File: config.mk
export PLATFORM = sky130hd
export DESIGN_NAME = hdmi_block_scheduler
export DESIGN_NICKNAME = d
export VERILOG_FILES = /design/src/rtl/hdmi_pkg.sv /design/src/rtl/block_pos_counter.sv /design/src/rtl/hdmi_block_scheduler.sv
export SDC_FILE = /design/constraint.sdc
export NUM_CORES = 1
export LEC_CHECK = 0
export CAP_MARGIN = 20
export CORE_UTILIZATION = 25
export DETAILED_ROUTE_END_ITERATION = 10
export GPL_TIMING_DRIVEN = 0
export SETUP_SLACK_MARGIN = 0.3
export SKIP_CTS_REPAIR_TIMING = 1
export SLEW_MARGIN = 20
export SYNTH_ARGS = -nofsm -noshare
export SYNTH_HDL_FRONTEND = slang
export SYNTH_HIERARCHICAL = 1
export SYNTH_SLANG_ARGS = --single-unit
File: constraint.sdc
create_clock -name clk -period 4.5 [get_ports clk]
set_clock_uncertainty 0.15 [all_clocks]
set_input_delay 0.675 -clock clk [delete_from_list [all_inputs] [get_ports clk]]
set_output_delay 0.675 -clock clk [all_outputs]
set_load 0.05 [all_outputs]
File: src/rtl/hdmi_pkg.sv
// Shared types and constants for the HDMI block path.
package hdmi_pkg;

   localparam int unsigned BLOCK_SIZE = 8;

   typedef logic signed [7:0] pix_t;

   typedef enum logic [1:0] {
      IDLE        = 2'd0,
      WAIT_CREDIT = 2'd1,
      STREAM      = 2'd2
   } sched_state_t;

   // Counter width for a count of n; never below one bit.
   function automatic int unsigned cnt_w(input int unsigned n);
      return (n > 1) ? $clog2(n) : 1;
   endfunction

endpackage

File: src/rtl/block_pos_counter.sv
// Raster position of the current beat (element / block / stripe) plus framing decodes.
module block_pos_counter
   import hdmi_pkg::*;
#(
   parameter int unsigned BEATS_PER_BLK   = 32,
   parameter int unsigned BLKS_PER_STRIPE = 270,
   parameter int unsigned STRIPES         = 150
) (
   input  logic clk,
   input  logic rst_n,
   input  logic en,
   output logic is_sob,
   output logic is_eob,
   output logic is_sof,
   output logic stripe_last,
   output logic frame_last
);

   localparam int unsigned EW = cnt_w(BEATS_PER_BLK);
   localparam int unsigned BW = cnt_w(BLKS_PER_STRIPE);
   localparam int unsigned SW = cnt_w(STRIPES);
   localparam logic [EW-1:0] ELEM_LAST   = EW'(BEATS_PER_BLK - 1);
   localparam logic [BW-1:0] BLK_LAST    = BW'(BLKS_PER_STRIPE - 1);
   localparam logic [SW-1:0] STRIPE_LAST = SW'(STRIPES - 1);

   logic [EW-1:0] r_elem;
   logic [BW-1:0] r_blk;
   logic [SW-1:0] r_stripe;

   logic w_elem_last;
   logic w_blk_last;
   logic w_stripe_last;

   assign w_elem_last   = (r_elem == ELEM_LAST);
   assign w_blk_last    = (r_blk == BLK_LAST);
   assign w_stripe_last = (r_stripe == STRIPE_LAST);

   assign is_sob      = (r_elem == '0);
   assign is_eob      = w_elem_last;
   assign is_sof      = (r_elem == '0) && (r_blk == '0) && (r_stripe == '0);
   assign stripe_last = w_elem_last && w_blk_last;
   assign frame_last  = w_elem_last && w_blk_last && w_stripe_last;

   // Nested wrap: elem carries into blk, blk carries into stripe.
   always_ff @(posedge clk or negedge rst_n) begin
      if (!rst_n) begin
         r_elem   <= '0;
         r_blk    <= '0;
         r_stripe <= '0;
      end else if (en) begin
         if (w_elem_last) begin
            r_elem <= '0;
            if (w_blk_last) begin
               r_blk    <= '0;
               r_stripe <= w_stripe_last ? '0 : r_stripe + SW'(1);
            end else begin
               r_blk <= r_blk + BW'(1);
            end
         end else begin
            r_elem <= r_elem + EW'(1);
         end
      end
   end

endmodule

File: src/rtl/hdmi_block_scheduler.sv
// Credit-paced forwarding of decoded 8x8 block beats to a non-backpressuring sink, with framing markers.
module hdmi_block_scheduler
   import hdmi_pkg::*;
#(
   parameter int unsigned N     = 2,
   parameter int unsigned X_RES = 2160,
   parameter int unsigned Y_RES = 1200
) (
   input  logic                  clk,
   input  logic                  rst_n,
   input  logic                  en,
   input  logic                  stripe_done,
   input  logic                  in_valid,
   output logic                  in_ready,
   input  logic signed [N*8-1:0] in_data_y,
   input  logic signed [N*8-1:0] in_data_cr,
   input  logic signed [N*8-1:0] in_data_cb,
   output logic                  blk_valid,
   output logic signed [N*8-1:0] blk_data_y,
   output logic signed [N*8-1:0] blk_data_cr,
   output logic signed [N*8-1:0] blk_data_cb,
   output logic                  blk_sob,
   output logic                  blk_eob,
   output logic                  blk_sof,
   output logic                  credit_err,
   output logic                  busy
);

   localparam int unsigned BEATS_PER_BLK   = (BLOCK_SIZE * BLOCK_SIZE) / N;
   localparam int unsigned BLKS_PER_STRIPE = X_RES / BLOCK_SIZE;
   localparam int unsigned STRIPES         = Y_RES / BLOCK_SIZE;
   localparam logic [1:0]  CREDITS_MAX     = 2'd2;

   sched_state_t r_state;
   sched_state_t w_state_nxt;
   logic [1:0]   r_credits;
   logic [1:0]   w_credits_nxt;
   logic         w_err_set;
   logic         w_accept;
   logic         w_stripe_end;
   logic         w_is_sob;
   logic         w_is_eob;
   logic         w_is_sof;
   logic         w_stripe_last;
   logic         w_frame_last;

   assign in_ready     = (r_state == STREAM);
   assign busy         = (r_state != IDLE);
   assign w_accept     = in_valid && in_ready;
   assign w_stripe_end = w_accept && w_stripe_last;

   block_pos_counter #(
      .BEATS_PER_BLK   (BEATS_PER_BLK),
      .BLKS_PER_STRIPE (BLKS_PER_STRIPE),
      .STRIPES         (STRIPES)
   ) u_pos (
      .clk         (clk),
      .rst_n       (rst_n),
      .en          (w_accept),
      .is_sob      (w_is_sob),
      .is_eob      (w_is_eob),
      .is_sof      (w_is_sof),
      .stripe_last (w_stripe_last),
      .frame_last  (w_frame_last)
   );

   // Credit update; a simultaneous consume and release cancel out.
   always_comb begin
      w_credits_nxt = r_credits;
      w_err_set     = 1'b0;
      if (w_stripe_end && !stripe_done) begin
         w_credits_nxt = r_credits - 2'd1;
      end else if (stripe_done && !w_stripe_end) begin
         if (r_credits >= CREDITS_MAX) begin
            w_err_set = 1'b1;
         end else begin
            w_credits_nxt = r_credits + 2'd1;
         end
      end
   end

   always_comb begin
      w_state_nxt = r_state;
      case (r_state)
         IDLE:        if (en) w_state_nxt = WAIT_CREDIT;
         WAIT_CREDIT: if (r_credits != 2'd0) w_state_nxt = STREAM;
         STREAM: begin
            if (w_stripe_end) begin
               if (w_frame_last) begin
                  w_state_nxt = en ? WAIT_CREDIT : IDLE;
               end else if (w_credits_nxt == 2'd0) begin
                  w_state_nxt = WAIT_CREDIT;
               end
            end
         end
         default:     w_state_nxt = IDLE;
      endcase
   end

   always_ff @(posedge clk or negedge rst_n) begin
      if (!rst_n) begin
         r_state    <= IDLE;
         r_credits  <= CREDITS_MAX;
         credit_err <= 1'b0;
      end else begin
         r_state    <= w_state_nxt;
         r_credits  <= w_credits_nxt;
         credit_err <= credit_err | w_err_set;
      end
   end

   // Output stage: data holds between beats, valid and markers do not.
   always_ff @(posedge clk or negedge rst_n) begin
      if (!rst_n) begin
         blk_valid   <= 1'b0;
         blk_sob     <= 1'b0;
         blk_eob     <= 1'b0;
         blk_sof     <= 1'b0;
         blk_data_y  <= '0;
         blk_data_cr <= '0;
         blk_data_cb <= '0;
      end else begin
         blk_valid <= w_accept;
         blk_sob   <= w_accept && w_is_sob;
         blk_eob   <= w_accept && w_is_eob;
         blk_sof   <= w_accept && w_is_sof;
         if (w_accept) begin
            blk_data_y  <= in_data_y;
            blk_data_cr <= in_data_cr;
            blk_data_cb <= in_data_cb;
         end
      end
   end

endmodule

After elaboration in Yosys (flattened, before gate mapping)
Index checks and enable logic that the tools add are counted.
{"block": "totals", "register_bits": 79, "latchBits": 0, "mem_bits_rw": 0, "mem_bits_ro": 0, "inputBits": 53, "output_inout_bits": 55, "word_cells": 68, "n_memories": 0}
{"block": "classes", "addsub": 5, "multipliers": 0, "div": 0, "magnitude_cmp": 1, "n_eq_ne": 9, "shift": 0, "n_mux": 16, "n_bitwise": 1, "reduce_logical": 23}
{"op": "two-way mux 2 bit", "n": 8}
{"op": "logical AND 1 bit", "n": 11}
{"op": "adder 9 x 1 -> 9 bit, second input constant", "n": 1}
{"op": "equality test 9 bit, second input constant", "n": 1}
{"op": "logical NOT 9 bit", "n": 1}
{"op": "two-way mux 9 bit", "n": 1}
{"op": "adder 8 x 1 -> 8 bit, second input constant", "n": 1}
{"op": "equality test 8 bit, second input constant", "n": 1}
{"op": "logical NOT 8 bit", "n": 1}
{"op": "two-way mux 8 bit", "n": 1}
{"op": "one-hot mux 2 bit (3 select lines)", "n": 1}
{"op": "adder 5 x 1 -> 5 bit, second input constant", "n": 1}
{"op": "equality test 5 bit, second input constant", "n": 1}
{"op": "logical NOT 5 bit", "n": 1}
{"op": "two-way mux 5 bit", "n": 1}
{"op": "logical NOT 2 bit", "n": 2}
{"op": "two-way mux 1 bit", "n": 4}
{"op": "inequality test 2 bit, second input constant", "n": 2}
{"op": "AND reduction 4 bit", "n": 1}
{"op": "nonzero test 2 bit", "n": 2}
{"op": "inequality test 3 x 1 -> 1 bit, second input constant", "n": 1}
{"op": "AND reduction 3 bit", "n": 1}
{"op": "adder 2 x 1 -> 2 bit, second input constant", "n": 1}
{"op": "equality test 2 x 1 -> 1 bit, second input constant", "n": 1}
{"op": "other kinds (7)", "n": 8}

Logic depth before layout (Yosys ltp)
Gate-level depths: netlist of the first run.
{"block": "logic_depth", "word_depth": 12, "depth_mapped": 11, "mapped_depth_nobuf": 10}

Cells and area by module
Netlist of the first run, hierarchy kept.
{"mod": "hdmi_block_scheduler", "instances": 1, "cells_per_inst": 155, "area_each_um2": 2368.5, "seq_area_each_um2": 1427.6}
{"mod": "block_pos_counter", "instances": 1, "cells_per_inst": 126, "area_each_um2": 1228.7, "seq_area_each_um2": 550.5}

Least setup slack after synthesis of the first run
OpenSTA, ideal clock, no wires.
{"block": "synth_path", "kind": "register to register", "startpoint": "register u_pos.r_elem[0]", "endpoint": "register r_state[0]", "setup_ns": 0.067, "arrival_ns": 2.454, "required_ns": 4.283, "slack_ns": 1.829, "stages_incl_launch_ff": 11, "path_buffers": 0, "synth_period_minus_slack_ns": 2.671, "cell_sequence": "dfrtp_1 ha_1 and3_1 ha_1 inv_1 nor4_1 and2_1 nand2b_1 a211oi_2 nor4_2 a32o_1"}
{"block": "synth_between", "word_cells_on_any_way": 16, "classes_between": "3 x eq/ne; 5 x mux; 8 x reduce/logical"}
{"element": "from (decl)", "line": "block_pos_counter.sv:26", "rtl": "logic [EW-1:0] r_elem;"}
{"element": "from (signal assigned)", "line": "block_pos_counter.sv:60", "rtl": "r_elem <= r_elem + EW'(1);"}
{"element": "equality test 5 bit *", "line": "block_pos_counter.sv:34", "rtl": "assign w_elem_last = (r_elem == ELEM_LAST);"}
{"element": "via w_is_eob", "line": "hdmi_block_scheduler.sv:42", "rtl": "logic w_is_eob;"}
{"element": "logical AND 1 bit *", "line": "block_pos_counter.sv:41", "rtl": "assign stripe_last = w_elem_last && w_blk_last;"}
{"element": "via w_stripe_last", "line": "hdmi_block_scheduler.sv:44", "rtl": "logic w_stripe_last;"}
{"element": "logical AND 1 bit *", "line": "block_pos_counter.sv:42", "rtl": "assign frame_last = w_elem_last && w_blk_last && w_stripe_last;"}
{"element": "via w_frame_last", "line": "hdmi_block_scheduler.sv:45", "rtl": "logic w_frame_last;"}
{"element": "two-way mux 2 bit", "line": "hdmi_block_scheduler.sv:89", "rtl": "if (w_frame_last) begin"}
{"element": "two-way mux 2 bit", "line": "hdmi_block_scheduler.sv:88", "rtl": "if (w_stripe_end) begin"}
{"element": "one-hot mux 2 bit (3 select lines)", "line": "hdmi_block_scheduler.sv:84", "rtl": "case (r_state)"}
{"element": "to (signal assigned)", "line": "hdmi_block_scheduler.sv:106", "rtl": "r_state <= w_state_nxt;"}
{"element": "to (decl)", "line": "hdmi_block_scheduler.sv:34", "rtl": "sched_state_t r_state;"}
The timed path passes the listed nets; every way through them passes the cells marked *. The select of a mux whose other input is x is not followed.
A chain may end at the register's enable or synchronous reset.

Worst setup path in the final report of the first run
Same ends and word-level chain as after synthesis.

==> results_dict.tcl, run 1 <==
set metrics [dict create \
    period_share_pct 71.0 \
    synthMuxAreaShare_pct 16.9 \
    cts_tree "yes" \
    synthAdderAreaFrac_pct 3.83 \
    core_sq_mm 0.0139 \
    ctsRootBufferMaster "clkbuf_16" \
    cp_top_family "simple AND/OR/NAND/NOR gates" \
    maxSlewViolCount 0 \
    htreeDepth 3 \
    syn-cell-area_sq_mm 0.00360 \
    ant_nets 0 \
    worst_slew_pin_slew_ns 0.917 \
    r2r-end "r_state[0]$_DFFE_PN0P_" \
    clk_path_buf_depth 2 \
    rows 43 \
    die-area_sq_mm 0.0149 \
    antenna_found_initial 0 \
    synthCells 281 \
    peakVddDrop_mv 0.249 \
    rsz0062_at_grt "false" \
    drive_gt1_share_pct 18.1 \
    final_area_sq_mm 0.00521 \
    die_h_microns 122 \
    grt_max_degree 43 \
    synth_cell_types 49 \
    powerDensity_mw_per_mm2 726 \
    fmax_mhz 313 \
    vias_per_cell 4.34 \
    io_buffers 107 \
    place_congestion 0.758 \
    ys_seq_elements 79 \
    synthTopCellsByArea "dfrtp_1, mux2_2, ha_1, mux2_4, mux2_1" \
    critPathRequiredTime_ns 4.62 \
    synth_area_per_cell_sq_um 12.8 \
    layoutNonFillerInstCount 584 \
    worstPathMaxFanout 8 \
    grt_pass1_wl_microns 12600 \
    path_depth 10 \
    worstSetupPathType "reg2reg" \
    drt_iter0_markers 166 \
    cts_buffers 9 \
    endpoint "r_state[0]$_DFFE_PN0P_" \
    avgRoutedWirePerCell_microns 13.0 \
    max_stage_delay_ns 0.66 \
    synth_compound_area_share_pct 6.05 \
    endpoint_kind "register" \
    clk_pin_slew_ns 0.06 \
    initial_core_util_pct 25.8 \
    final_util_pct 37.4 \
    syn_to_final_growth_pct 44.8 \
    ys_warn_count 6 \
    crit_top_cell "ha_1" \
    fp.dieW_microns 122 \
    relSlewSlack_pct 38.3 \
    synth_edf_count 0 \
    synth_ff_type "dfrtp_1" \
    synth-xor-area-share_pct 2.19 \
    nFillCells 1347 \
    drc_errors 0 \
    min_period_ns 3.20 \
    mostFrequentLayoutCell "clkdlybuf4s50_1" \
    yosys.area.top_type "dfrtp_1" \
    synth_fp_nets 345 \
    firstDrtPassIters 4 \
    p_total_uw 3780 \
    clock_latency_ns 0.33 \
    cts.sinks 79 \
    num_antenna_cells 0 \
    overflow 0 \
    via_count 2536 \
    io_pins 108 \
    leakagePower_uw 0.00226 \
    finalHoldViolCount 0 \
    hold_path_class "in2async" \
    grtUsageTotal_pct 10.9 \
    placed_area_sq_mm 0.00491 \
    final_cell_mix "clkdlybuf4s50_1, dfrtp_1, mux2_2" \
    synthSimpleGateAreaFrac_pct 12.9 \
    setup_viol 0 \
    crit_path_cell_trace "ha_1 > and3_1 > ha_1 > inv_1 > nor4_1 > and2_1 > nand2b_1 > a211oi_2 > nor4_2 > a32o_1" \
    final_nets 464 \
    synth_top_family_by_area "multiplexers" \
    async_reset_ff_share_pct 100 \
    drt-total-wl_microns 7600 \
    critPathSlowestCell "nor4_1" \
    max_cap_viol_count 0 \
    hpwl_microns 5710 \
    path_buf_inv 1 \
    r2r_slack_ns 1.30 \
    start_kind "register" \
    ys_seq_area_share_pct 55.0 \
    dp_cells 569 \
    netlist.area_leader.share_pct 54.3 \
    status "completed" \
    cp.arrival_ns 3.31 \
    ff2ff_path_depth 10 \
    crit_path_start "u_pos/r_elem[0]$_DFFE_PN0P_" \
    tns_ns 0 \
    r2r_start "u_pos/r_elem[0]$_DFFE_PN0P_" \
    grt_pass1_vias 2618 \
]
==> registers in the layout (all words and copies together), names as in the netlist <==
signal / count
blk_data_cr: 16
blk_sof: 1
r_state: 2
blk_eob: 1
u_pos/r_elem: 5
u_pos/r_stripe: 8
blk_data_y: 16
r_credits: 2
u_pos/r_blk: 9
blk_valid: 1
blk_data_cb: 16
credit_err: 1
blk_sob: 1
==> layer usage <==
| metal | up-vias | global-route usage [%] | wire, microns |
|---|---|---|---|
| met5 | - | 0 | 0 |
| met4 | 0 | 4.40 | 103 |
| met3 | 7 | 2.81 | 435 |
| met2 | 58 | 18.3 | 3760 |
| met1 | 1232 | 13.1 | 3300 |
| li1 | 1239 | - | - |
==> how the worst min path moves through the flow <==
stage / start / end / cells after the start
final: rst_n / u_pos/r_stripe[4]$_DFFE_PN0P_ / 1
after global routing: rst_n / u_pos/r_stripe[4]$_DFFE_PN0P_ / 1
after CTS: rst_n / u_pos/r_stripe[4]$_DFFE_PN0P_ / 1
after detailed placement: credit_err$_DFF_PN0_ / credit_err$_DFF_PN0_ / 1
after global placement: credit_err$_DFF_PN0_ / credit_err$_DFF_PN0_ / 1
after floorplan: rst_n / blk_data_cb[0]$_DFFE_PN0N_ / 0
==> per-stage QoR <==
step           worst slack, ns  hold WS, ns
3_5_place_dp              1.22        0.314
2_1_floorplan             1.83        0.229
5_1_grt                   1.03        0.201
6_report                  1.30        0.161
3_3_place_gp            -0.294        0.309
4_1_cts                   1.31        0.179
==> area by class of cell <==
class                      instances  area (sq um)  share of cell area, %
clock inverter                     2          38.8                  0.744
buffer                             8          56.3                   1.08
clock buffer                      13           260                   5.00
multi-input combinational        179          1510                   28.9
tap                              180           225                   4.32
sequential                        79          1980                   38.0
inverter                          15          56.3                   1.08
timing repair buffer             108          1090                   20.9
==> Yosys cell counts (2+ instances only) <==
master / instances
mux2_2: 30
o21ai_0: 14
nand4_1: 6
buf_2: 3
nand3_1: 8
nor3_1: 6
nor4_4: 2
mux2_1: 12
xor2_1: 3
inv_1: 14
nor4_1: 4
o22ai_1: 2
nor2b_1: 2
dfrtp_1: 78
and3_1: 6
mux2_4: 9
buf_4: 2
xnor2_1: 6
nor2_1: 14
nand2_1: 14
o211ai_1: 2
buf_6: 2
a21oi_1: 4
a22o_1: 2
ha_1: 11
and2_1: 2
==> where the power goes <==
group          internal, uW  leakage, uW  switching [uW]
registers               974     0.000949             155
clock network           459     0.000146             266
logic                   742      0.00117            1180
==> cell families (layout without fill, tap and decap cells) <==
group,after synthesis,in the layout
DFF,79,79
and+or+nand+nor,77,77
muxes,51,51
AOI/OAI and AO/OA,31,31
buffers and inverters,23,146
adders and majority gates,11,11
xor gates and xnor gates,9,9
Note: power is estimated with default switching activity, not from simulation.
==> inputs of run 2 (changes only) <==
==> constraint.sdc (replaced) <==
create_clock -name clk -period 2.9 [get_ports clk]
set_clock_uncertainty 0.15 [all_clocks]
set_input_delay 0.435 -clock clk [delete_from_list [all_inputs] [get_ports clk]]
set_output_delay 0.435 -clock clk [all_outputs]
set_load 0.05 [all_outputs]
==> run 2 against run 1 <==
Net effect:
- first-iteration DRC count decreased by 8.4%
- routed wire length rose by 7.2%
- design area up 5.6%
- sequential share of layout area decreased by 2.0 points
- critical path type unchanged
- sequential power is 57% higher
- clock power is 72% higher
- die area did not move
- cell count up 3.9%
==> results_dict.tcl, run 2 (synthesis gave the netlist of run 1 again) <==
set metrics [dict create \
    worstSetupPathType "reg2reg" \
    fmax_mhz 394 \
    reg_top3 "blk_data_cb (16), blk_data_cr (16), blk_data_y (16)" \
    io_buffers 107 \
    p_sw_share_pct 42.2 \
    grt_pass1_vias 2662 \
    ant_nets 0 \
    rows 43 \
    path_depth 10 \
    die_h_microns 122 \
    num_antenna_cells 0 \
    dp_cells 569 \
    endpoint "r_state[0]$_DFFE_PN0P_" \
    relSlewSlack_pct 63.5 \
    path_buf_inv 1 \
    clock_latency_ns 0.34 \
    busiest_layer "met2" \
    initial_core_util_pct 25.8 \
    setup_viol 0 \
    drt-total-wl_microns 8140 \
    start_kind "register" \
    maxSlewViolCount 0 \
    leakagePower_uw 0.00242 \
    ff2ff_path_depth 10 \
    rsz0062_at_grt "true" \
    avgRoutedWirePerCell_microns 13.4 \
    powerDensity_mw_per_mm2 1110 \
    final_cell_mix "clkdlybuf4s50_1, dfrtp_1, mux2_2" \
    ctsRootBufferMaster "clkbuf_16" \
    r2r-end "r_state[0]$_DFFE_PN0P_" \
    final_util_pct 39.5 \
    htreeDepth 3 \
    cts_tree "yes" \
    max_cap_viol_count 0 \
    r2r_slack_ns 0.36 \
    core_sq_mm 0.0139 \
    finalHoldViolCount 0 \
    tns_ns 0 \
    clk_pin_slew_ns 0.06 \
    die-area_sq_mm 0.0149 \
    critPathSlowestCell "dfrtp_1" \
    p_clk_share_pct 20.5 \
    dp_slack_ns -0.198 \
    clk_path_buf_depth 2 \
    via_count 2659 \
    cp.arrival_ns 2.66 \
    endpoint_kind "register" \
    worstPathMaxFanout 7 \
    final_nets 486 \
    fp.dieW_microns 122 \
    drt_iter0_markers 152 \
    hpwl_microns 5670 \
    critPathRequiredTime_ns 3.02 \
    switching_power_uw 2570 \
    intPower_uw 3520 \
    pwr-share-seq_pct 29.1 \
    period_share_pct 87.6 \
    max_stage_delay_ns 0.38 \
    worst_slew_pin_slew_ns 0.543 \
    status "completed" \
    peakVddDrop_mv 0.391 \
    power_frac_comb_pct 50.4 \
    cp_top_family "simple AND/OR/NAND/NOR gates" \
    use_met1_pct 13.6 \
    vias_per_cell 4.38 \
    r2r_start "u_pos/r_elem[1]$_DFFE_PN0P_" \
    layoutNonFillerInstCount 607 \
    crit_path_start "u_pos/r_elem[1]$_DFFE_PN0P_" \
    timing.final.ws_setup_ns 0.359 \
    overflow 0 \
    hold_path_class "reg2reg" \
    io_pins 108 \
    grtUsageTotal_pct 11.1 \
    crit_path_cell_trace "ha_2 > and3_4 > ha_4 > inv_4 > nor4_4 > and2_4 > nand2b_4 > nor3_2 > nor4_2 > a32o_1" \
    firstDrtPassIters 4 \
    drc_errors 0 \
    grt_util_met3_pct 3.14 \
    drive_gt1_share_pct 25.5 \
    antenna_found_initial 0 \
    cts_buffers 9 \
    cts.sinks 79 \
    min_period_ns 2.54 \
    syn_to_final_growth_pct 53.0 \
    min_path_cells 1 \
    gr-usage-met2_pct 17.7 \
    grt_pass1_wl_microns 12700 \
    grt_max_degree 42 \
    place_congestion 0.765 \
    mostFrequentLayoutCell "clkdlybuf4s50_1" \
]
[run 2: changes by cell type in the layout (fill, tap and decap cells not counted), moves of 2 or more]
cell	delta
ha_1	-2
clkbuf_1	-2
inv_4	+2
inv_1	-2
nor4_1	-2
clkinvlp_4	+3
buf_4	+20
[run 2: power groups by stage]
stage	Combinational [uW]	Sequential (uW)	Clock, uW
2_1_floorplan	778	2990	0
3_3_place_gp	2990	1760	0
3_5_place_dp	3010	1780	0
4_1_cts	3020	1760	1290
5_1_grt	3230	1830	1340
6_report	3070	1770	1250
[run 2: cell type report]
cell class,count,area [sq um]
Tap cell,180,225
Clock inverter,5,80.1
Buffer,8,63.8
Timing Repair Buffer,130,1260
Clock buffer,11,253
Inverter,15,65.1
Fill cell,1334,8430
Multi-Input combinational cell,179,1580
Sequential cell,79,1980
[run 2: metrics by stage]
step           power, uW  cell area, sq um  hold slack (ns)
6_report            6090              5500            0.338
5_1_grt             6390              5500            0.358
4_1_cts             6080              5250          -0.0565
3_5_place_dp        4790              4920            0.308
3_3_place_gp        4740              4900            0.318
2_1_floorplan       3770              3600          -0.0106
[run 2: worst min path at each step]
stage | slack [ns] | to | startpoint
2_1_floorplan | -0.01 | blk_data_cb[0]$_DFFE_PN0N_ | rst_n
3_3_place_gp | 0.32 | credit_err$_DFF_PN0_ | credit_err$_DFF_PN0_
3_5_place_dp | 0.31 | u_pos/r_stripe[2]$_DFFE_PN0P_ | rst_n
4_1_cts | -0.06 | u_pos/r_stripe[3]$_DFFE_PN0P_ | rst_n
5_1_grt | 0.36 | credit_err$_DFF_PN0_ | credit_err$_DFF_PN0_
6_report | 0.34 | blk_data_y[7]$_DFFE_PN0N_ | blk_data_y[7]$_DFFE_PN0N_
[run 2: worst register-to-register path, delay by kind of cell, from the launching register on]
family | cells | cell delay [ns]
buf+inv | 1 | 0.05
compound gates | 1 | 0.21
flops | 1 | 0.38
fa+ha+maj | 2 | 0.39
simple gates | 6 | 1.28
[run 2: metal layers]
metal	share of wire, %	vias to the layer above
met4	1.9	0
met1	44	1282
met2	49	76
li1	-	1287
met3	6.0	14
met5	0	-
